### src/rtl/ext_irq_arbiter.sv
// External interrupt arbiter: edge-latched sources, priority select,
// claim/complete handshake over a single-cycle register port.
module ext_irq_arbiter #(
  parameter int NUM_SRC = 4,
  parameter int PRIO_W  = 3
) (
  input  logic               clk,
  input  logic               rstn,
  input  logic [NUM_SRC-1:0] src_i,
  input  logic               reg_req,
  input  logic               reg_we,
  input  logic [4:0]         reg_addr,
  input  logic [31:0]        reg_wdata,
  output logic [31:0]        reg_rdata,
  output logic               reg_ready,
  output logic               meip_o,
  output logic [3:0]         irq_id_o
);

  localparam int PW = NUM_SRC * PRIO_W;

  typedef enum logic {
    IDLE,
    CLAIMED
  } state_e;

  state_e state_q, state_d;

  logic [NUM_SRC-1:0] sync1_q, sync2_q, syncd_q;
  logic [1:0]         arm_q, arm_d;
  logic [NUM_SRC-1:0] edge_v;
  logic [NUM_SRC-1:0] pend_q, pend_d;
  logic [NUM_SRC-1:0] clr;
  logic [NUM_SRC-1:0] en_q, en_d;
  logic [PW-1:0]      prio_q, prio_d;
  logic [PRIO_W-1:0]  thr_q, thr_d;
  logic [3:0]         best_q, best_d;
  logic [3:0]         claim_q, claim_d;
  logic [31:0]        rdata_q, rdata_d;
  logic               ready_q;
  logic [PRIO_W-1:0]  win_pr;
  logic               unused_wdata;

  assign unused_wdata = ^reg_wdata;

  // Edges stay masked until the sync chain holds real samples,
  // so lines already high at reset release do not fire.
  assign arm_d  = (arm_q == 2'd3) ? arm_q : arm_q + 2'd1;
  assign edge_v = sync2_q & ~syncd_q & {NUM_SRC{arm_q == 2'd3}};

  always_comb begin
    best_d = '0;
    win_pr = '0;
    for (int k = 0; k < NUM_SRC; k++) begin
      if (pend_q[k] && en_q[k] &&
          prio_q[k*PRIO_W +: PRIO_W] > thr_q &&
          prio_q[k*PRIO_W +: PRIO_W] > win_pr) begin
        win_pr = prio_q[k*PRIO_W +: PRIO_W];
        best_d = 4'(k + 1);
      end
    end
  end

  always_comb begin
    state_d = state_q;
    claim_d = claim_q;
    clr     = '0;
    rdata_d = '0;
    en_d    = en_q;
    prio_d  = prio_q;
    thr_d   = thr_q;
    if (reg_req) begin
      unique case (1'b1)
        reg_addr == 5'h00: begin
          if (!reg_we) rdata_d = 32'(pend_q);
        end
        reg_addr == 5'h04: begin
          if (reg_we) en_d = reg_wdata[NUM_SRC-1:0];
          else rdata_d = 32'(en_q);
        end
        reg_addr == 5'h08: begin
          if (reg_we) prio_d = reg_wdata[PW-1:0];
          else rdata_d = 32'(prio_q);
        end
        reg_addr == 5'h0C: begin
          if (reg_we) thr_d = reg_wdata[PRIO_W-1:0];
          else rdata_d = 32'(thr_q);
        end
        reg_addr == 5'h10: begin
          if (reg_we) begin
            if (state_q == CLAIMED && reg_wdata[3:0] == claim_q) begin
              state_d = IDLE;
              claim_d = '0;
            end
          end else if (state_q == IDLE && best_q != '0) begin
            rdata_d = 32'(best_q);
            state_d = CLAIMED;
            claim_d = best_q;
            for (int k = 0; k < NUM_SRC; k++)
              clr[k] = (best_q == 4'(k + 1));
          end
        end
        default: ;
      endcase
    end
  end

  // A same-cycle edge wins over the claim clear.
  assign pend_d = (pend_q & ~clr) | edge_v;

  always_ff @(posedge clk or negedge rstn) begin
    if (!rstn) begin
      sync1_q <= '0;
      sync2_q <= '0;
      syncd_q <= '0;
      arm_q   <= '0;
      pend_q  <= '0;
      en_q    <= '0;
      prio_q  <= '0;
      thr_q   <= '0;
      best_q  <= '0;
      claim_q <= '0;
      state_q <= IDLE;
      rdata_q <= '0;
      ready_q <= 1'b0;
    end else begin
      sync1_q <= src_i;
      sync2_q <= sync1_q;
      syncd_q <= sync2_q;
      arm_q   <= arm_d;
      pend_q  <= pend_d;
      en_q    <= en_d;
      prio_q  <= prio_d;
      thr_q   <= thr_d;
      best_q  <= best_d;
      claim_q <= claim_d;
      state_q <= state_d;
      rdata_q <= rdata_d;
      ready_q <= reg_req;
    end
  end

  assign reg_rdata = rdata_q;
  assign reg_ready = ready_q;
  assign meip_o    = (best_q != '0) && (state_q == IDLE);
  assign irq_id_o  = best_q;

endmodule

### config.mk
export PLATFORM = sky130hd
export DESIGN_NAME = ext_irq_arbiter
export DESIGN_NICKNAME = d
export VERILOG_FILES = /design/src/rtl/ext_irq_arbiter.sv
export SDC_FILE = /design/constraint.sdc
export NUM_CORES = 1
export LEC_CHECK = 0
export BUFFER_PORTS_ARGS = -buffer_cell sky130_fd_sc_hd__buf_2
export CAP_MARGIN = 15
export CORE_MARGIN = 2
export CORE_UTILIZATION = 35
export DETAILED_ROUTE_END_ITERATION = 10
export SLEW_MARGIN = 20
export SYNTH_ARGS = -nofsm -noshare
export SYNTH_HDL_FRONTEND = slang
export SYNTH_SLANG_ARGS = --single-unit
### constraint.sdc
create_clock -name clk -period 8.95 [get_ports clk]
set_input_delay 0 -clock clk [delete_from_list [all_inputs] [get_ports clk]]
set_output_delay 0 -clock clk [all_outputs]
set_load 0.005 [all_outputs]
**Word-level counts from Yosys, hierarchy flattened**

Index checks and enable logic that the tools add are counted.

- Reductions and logical operators: 21
- Add/sub/neg operators: 1
- Multiplexer cells: 25
- Bitwise operators: 7
- $lt $le $gt $ge: 8
- Eq/ne operators: 11

Operator list:

| kind | number |
|---|---|
| case mux 12 bit (5 select lines) | 1 |
| 2-to-1 mux 4 bit | 13 |
| 2-to-1 mux 32 bit | 1 |
| greater-than comparator 3 bit | 7 |
| logical AND 1 bit | 14 |
| AND 4 bit | 3 |
| 2-to-1 mux 12 bit | 1 |
| 2-to-1 mux 3 bit | 4 |
| equality test 5 x 4 -> 1 bit, second input constant | 2 |
| AND reduction 3 bit | 3 |
| equality test 4 x 2 -> 1 bit, second input constant | 2 |
| NOT 4 bit | 2 |
| equality test 5 x 3 -> 1 bit, second input constant | 1 |
| equality test 5 bit, second input constant | 1 |
| zero test 5 bit | 1 |
| equality test 4 x 1 -> 1 bit, second input constant | 1 |
| equality test 4 x 3 -> 1 bit, second input constant | 1 |
| equality test 4 bit | 1 |
| 2-to-1 mux 1 bit | 4 |
| bitwise OR 4 bit | 1 |
| AND reduction 4 bit | 1 |
| nonzero test 4 bit | 1 |
| greater-than comparator 3 x 1 -> 1 bit, second input constant | 1 |
| adder 2 x 1 -> 2 bit, second input constant | 1 |
| 5 further kinds | 5 |

- Input bits: 45
- Register bits after elaboration: 79
- Output and inout bits: 38
- Word-level logic and storage cells: 86

**Longest topological paths before layout**

- Depth after elaboration: 13
- Mapped depth: 22

**Least setup slack after synthesis**

Ideal clock, no wire load.

- Path kind: reg2reg
- Start: reg thr_q[2]
- End: reg best_q[0], in the netlist irq_id_o[0]
- Data required time: 8.816 ns
- Clock period less this slack: 4.082 ns
- Slack: 4.868 ns
- Stages on the path, launching flop included: 22
- Arrival time: 3.949 ns
- Library setup time: 0.134 ns
- Path through: dfrtp_1 > inv_1 > ha_1 > o211ai_1 > a31oi_1 > nand3_1 > ha_1 > a21oi_1 > a22oi_1 > nand3_1 > mux2_2 > ha_1 > nand3_1 > nand3_1 > a31oi_1 > nand3_1 > mux2_2 > ha_1 > nand3_1 > nand4_1 > nor3_1 > a21oi_1

- Word-level cells in the longest chain between the ends: 13
- Elaborated cells on any way between the ends: 22
- Those cells by class: 7 x order compare; 7 x mux; 8 x reduce/logical

RTL lines:

| item | line | source |
|---|---|---|
| start: declaration | 36 | `logic [PRIO_W-1:0] thr_q, thr_d;` |
| start signal: assignment | 134 | `thr_q <= thr_d;` |
| greater-than comparator 3 bit | 56 | `prio_q[k*PRIO_W +: PRIO_W] > thr_q &&` |
| logical AND 1 bit | 55 | `if (pend_q[k] && en_q[k] &&` |
| logical AND 1 bit | 56 |  |
| 2-to-1 mux 3 bit | 55 |  |
| greater-than comparator 3 bit | 57 | `prio_q[k*PRIO_W +: PRIO_W] > win_pr) begin` |
| logical AND 1 bit | 56 |  |
| 2-to-1 mux 3 bit | 55 |  |
| greater-than comparator 3 bit | 57 |  |
| logical AND 1 bit | 56 |  |
| 2-to-1 mux 3 bit | 55 |  |
| greater-than comparator 3 bit | 57 |  |
| logical AND 1 bit | 56 |  |
| 2-to-1 mux 4 bit * | 55 |  |
| named net best_d[0] | 37 | `logic [3:0] best_q, best_d;` |
| end signal: assignment | 135 | `best_q <= best_d;` |
| end: declaration | 37 |  |

Mark *: on every way through the listed nets, which the timed path passes. The rest lies on a longest branch.
A chain may end at the register's enable or synchronous reset.

**Worst setup path after layout**

- Start: reg thr_q[1]
- End: reg best_q[1], in the netlist irq_id_o[1]

Same word-level chain as after synthesis.

==> flow_metrics.env <==
export IMPL_dieHeight_um=95.9
export IMPL_critical_path_cell_chain="inv_1 -> ha_1 -> inv_1 -> o21ai_0 -> nand3_1 -> ha_1 -> nand3b_1 -> a22oi_1 -> nand3_1 -> mux2_2 -> ha_1 -> nand3_1 -> nand3_1 -> a31oi_1 -> nand3_1 -> mux2_2 -> ha_1 -> a21o_1 -> a21oi_1 -> nor3_1 -> a21oi_1"
export IMPL_fin_tns_setup_ns=0
export IMPL_rsz0062_at_grt="no"
export IMPL_async_flop_share_pct=100
export IMPL_start_kind="flip-flop"
export IMPL_hold_viol=0
export IMPL_fillers=774
export IMPL_seqPwrFrac_pct=41.0
export IMPL_clk_path_buf_depth=2
export IMPL_grt_pass1_wl_um=10100
export IMPL_net_switching_power_w=0.000202
export IMPL_arrival_ns=5.05
export IMPL_synthTopCellsByCount="dfrtp_1, ha_1, buf_4, nand2_1, mux2_2"
export IMPL_register_area_sq_um=1430
export IMPL_synth_cell_types=41
export IMPL_io_pins=83
export IMPL_tightest_slew_ns=0.808
export IMPL_finalPower_w=0.000727
export IMPL_via_count=2158
export IMPL_yosysTopAreaCell="dfrtp_1"
export IMPL_antenna_found_initial=0
export IMPL_period_needed_ns=4.85
export IMPL_fmaxAchievable_mhz=206
export IMPL_crit_slowest_cell="nor3_1"
export IMPL_outcome="completed"
export IMPL_peakVddDrop_v=0.0000728
export IMPL_ys_flop_type="dfrtp_1"
export IMPL_syn_area_per_cell_sq_um=11.0
export IMPL_grt_usage_pct=14.8
export IMPL_synth_edf_count=0
export IMPL_leakage_nw=1.76
export IMPL_power_density_nw_per_um2=201
export IMPL_criticalPathCategory="flip-flop to flip-flop"
export IMPL_die_w_um=95.9
export IMPL_multi_input_area_sq_um=1350
export IMPL_nets=402
export IMPL_skew_ns=0.0116
export IMPL_setup_violations=0
export IMPL_via_per_inst=4.85
export IMPL_seq_area_frac_synth_pct=48.2
export IMPL_hpwl_um=4550
export IMPL_area_growth_syn_to_layout_pct=22.6
export IMPL_clock_latency_ns=0.34
export IMPL_cts_sinks=57
export IMPL_cap_violations=0
export IMPL_swShare_pct=27.8
export IMPL_cts_resized=0
export IMPL_cpPeakStageDelay_ns=0.40
export IMPL_place_congestion=0.874
export IMPL_crit_top_cell="nand3_1"
export IMPL_dieArea_sq_um=9200
export IMPL_end_kind="flip-flop"
export IMPL_required_ns=9.15
export IMPL_synth_seq_cells=57
export IMPL_wl_per_cell_um=13.9
export IMPL_synth_top_cell_area_share_pct=48.2
export IMPL_grt_overflow_total=0
export IMPL_initial_core_util_pct=36.0
export IMPL_timing_final_crit_share_pct=54.2
export IMPL_synth_area_top_cells="dfrtp_1, ha_1, mux2_2"
export IMPL_wl_um=6180
export IMPL_final_antenna_net_count=0
export IMPL_rows=33
export IMPL_grt_pass1_vias=2053
export IMPL_cts_tree="built"
export IMPL_synth_area_sq_um=2960
export IMPL_htreeDepth=3
export IMPL_yosysMostFrequentCell="dfrtp_1"
export IMPL_maxSlewHeadroom_pct=46.1
export IMPL_pwr_share_clk_pct=41.5
export IMPL_slew_violations=0
export IMPL_numCtsBuffers=9
export IMPL_cts_root_buf="clkbuf_8"
export IMPL_path_clk_slew_ns=0.08
export IMPL_drive_gt1_share_pct=24.4
export IMPL_core_area_sq_um=8220
export IMPL_p_int_w=0.000525
export IMPL_whs_ns=0.0686
export IMPL_postCtsSetupRepairBufs=0
export IMPL_grt_max_degree=58
export IMPL_drc=0
export IMPL_diodes=0
export IMPL_yosys_warnings=0
export IMPL_io_buffers=41
export IMPL_drt_iter0_drc=66
export IMPL_worst_path_max_fanout=5
export IMPL_syn_inst=270
export IMPL_hp_class="input pin to flip-flop"
export IMPL_drtPass1Iterations=4
export IMPL_combPwrFrac_pct=17.6
export IMPL_hold_buffers=19
worst max-delay path, delay by kind of cell (launching register included):
| family | cells | cell delay, ns |
|---|---|---|
| AOI/OAI and AO/OA | 6 | 0.87 |
| adders and majority gates | 4 | 1.30 |
| buffers and inverters | 2 | 0.18 |
| DFF | 1 | 0.37 |
| muxes | 2 | 0.69 |
| and+or+nand+nor | 7 | 1.29 |
per-layer routing:
layer / part of all wire (%) / up-vias / GRT usage (%) / wire [um]
met2: 48 / 61 / 23.5 / 2990
met1: 46 / 1030 / 19.4 / 2860
met4: 1.7 / 0 / 7.50 / 107
met3: 3.5 / 12 / 2.58 / 219
met5: 0 / - / 0 / 0
li1: - / 1055 / - / -
cell families after synthesis:
group | Yosys count | share of synthesized area (%)
AOI/OAI and AO/OA | 40 | 8.38
xor gates and xnor gates | 4 | 1.18
adders and majority gates | 22 | 9.31
buffers and inverters | 45 | 8.71
DFF | 57 | 48.2
muxes | 28 | 10.8
other | 1 | 0.127
and+or+nand+nor | 73 | 13.2
path summary, 6_finish.rpt:
kind	start	end	slack, ns	depth (start not counted)
worst max-delay path	thr_q[1]	irq_id_o[1]	4.10	21
worst min-delay path	reg_addr[0]	reg_rdata[1]	0.07	4
worst max register to register	thr_q[1]	irq_id_o[1]	4.10	21
worst min register to register	sync1_q[1]	sync2_q[1]	0.35	0
max in group asynchronous	rstn	reg_rdata[0]	8.15	3
min in group asynchronous	rstn	prio_q[6]	0.33	3
placed cells by master (no fill, tap or decap), drive strengths merged, types with 2 or more instances in the layout:
| cell type | n |
|---|---|
| dfrtp | 57 |
| buf | 42 |
| mux2 | 23 |
| ha | 22 |
| nand2 | 21 |
| conb | 21 |
| inv | 20 |
| dlygate4sd3 | 19 |
| o21ai | 13 |
| nand3 | 12 |
| a21oi | 11 |
| clkbuf | 9 |
| nor4 | 7 |
| nor3 | 6 |
| mux2i | 5 |
| nand3b | 5 |
| nor2 | 5 |
| nor2b | 4 |
| a31oi | 4 |
| and3 | 3 |
| a22oi | 3 |
| bufinv | 3 |
| nand2b | 2 |
| and2 | 2 |
| a21o | 2 |
| a32o | 2 |
| xor2 | 2 |
| xnor2 | 2 |
| clkinv | 2 |
power groups by stage:
stage                     clock network [W]  registers (W)  logic [W]
after floorplan                           0       0.000296  0.0000923
after global placement                    0       0.000302   0.000117
after detailed placement                  0       0.000303   0.000121
after CTS                          0.000308       0.000298   0.000128
after global routing               0.000319       0.000301   0.000149
final                              0.000301       0.000298   0.000128
flip-flops by register name (all words and copies together), names as in the netlist:
signal / count
state_q: 1
arm_q: 2
prio_q: 12
pend_q: 4
sync1_q: 4
claim_q: 3
en_q: 4
sync2_q: 4
syncd_q: 4
reg_ready: 1
reg_rdata: 12
irq_id_o: 3
thr_q: 3
through the flow:
stage          setup WS, ns  area (sq um)  cells  util (%)
2_1_floorplan          4.87          3030    290         -
3_3_place_gp           4.20          3190    410      38.8
3_5_place_dp           4.16          3190    410      38.8
4_1_cts                4.09          3630    445      44.1
5_1_grt                3.70          3630    445      44.1
6_report               4.10          3630    445      44.1
area by class of cell:
cell class	count	share of cell area, %
Clock buffer	9	3.42
Clock inverter	7	3.45
Inverter	18	1.86
Multi-Input combinational cell	188	37.2
Sequential cell	57	39.3
Tap cell	105	3.62
Timing Repair Buffer	61	11.1
No activity file was read; power rests on OpenSTA's default activity.
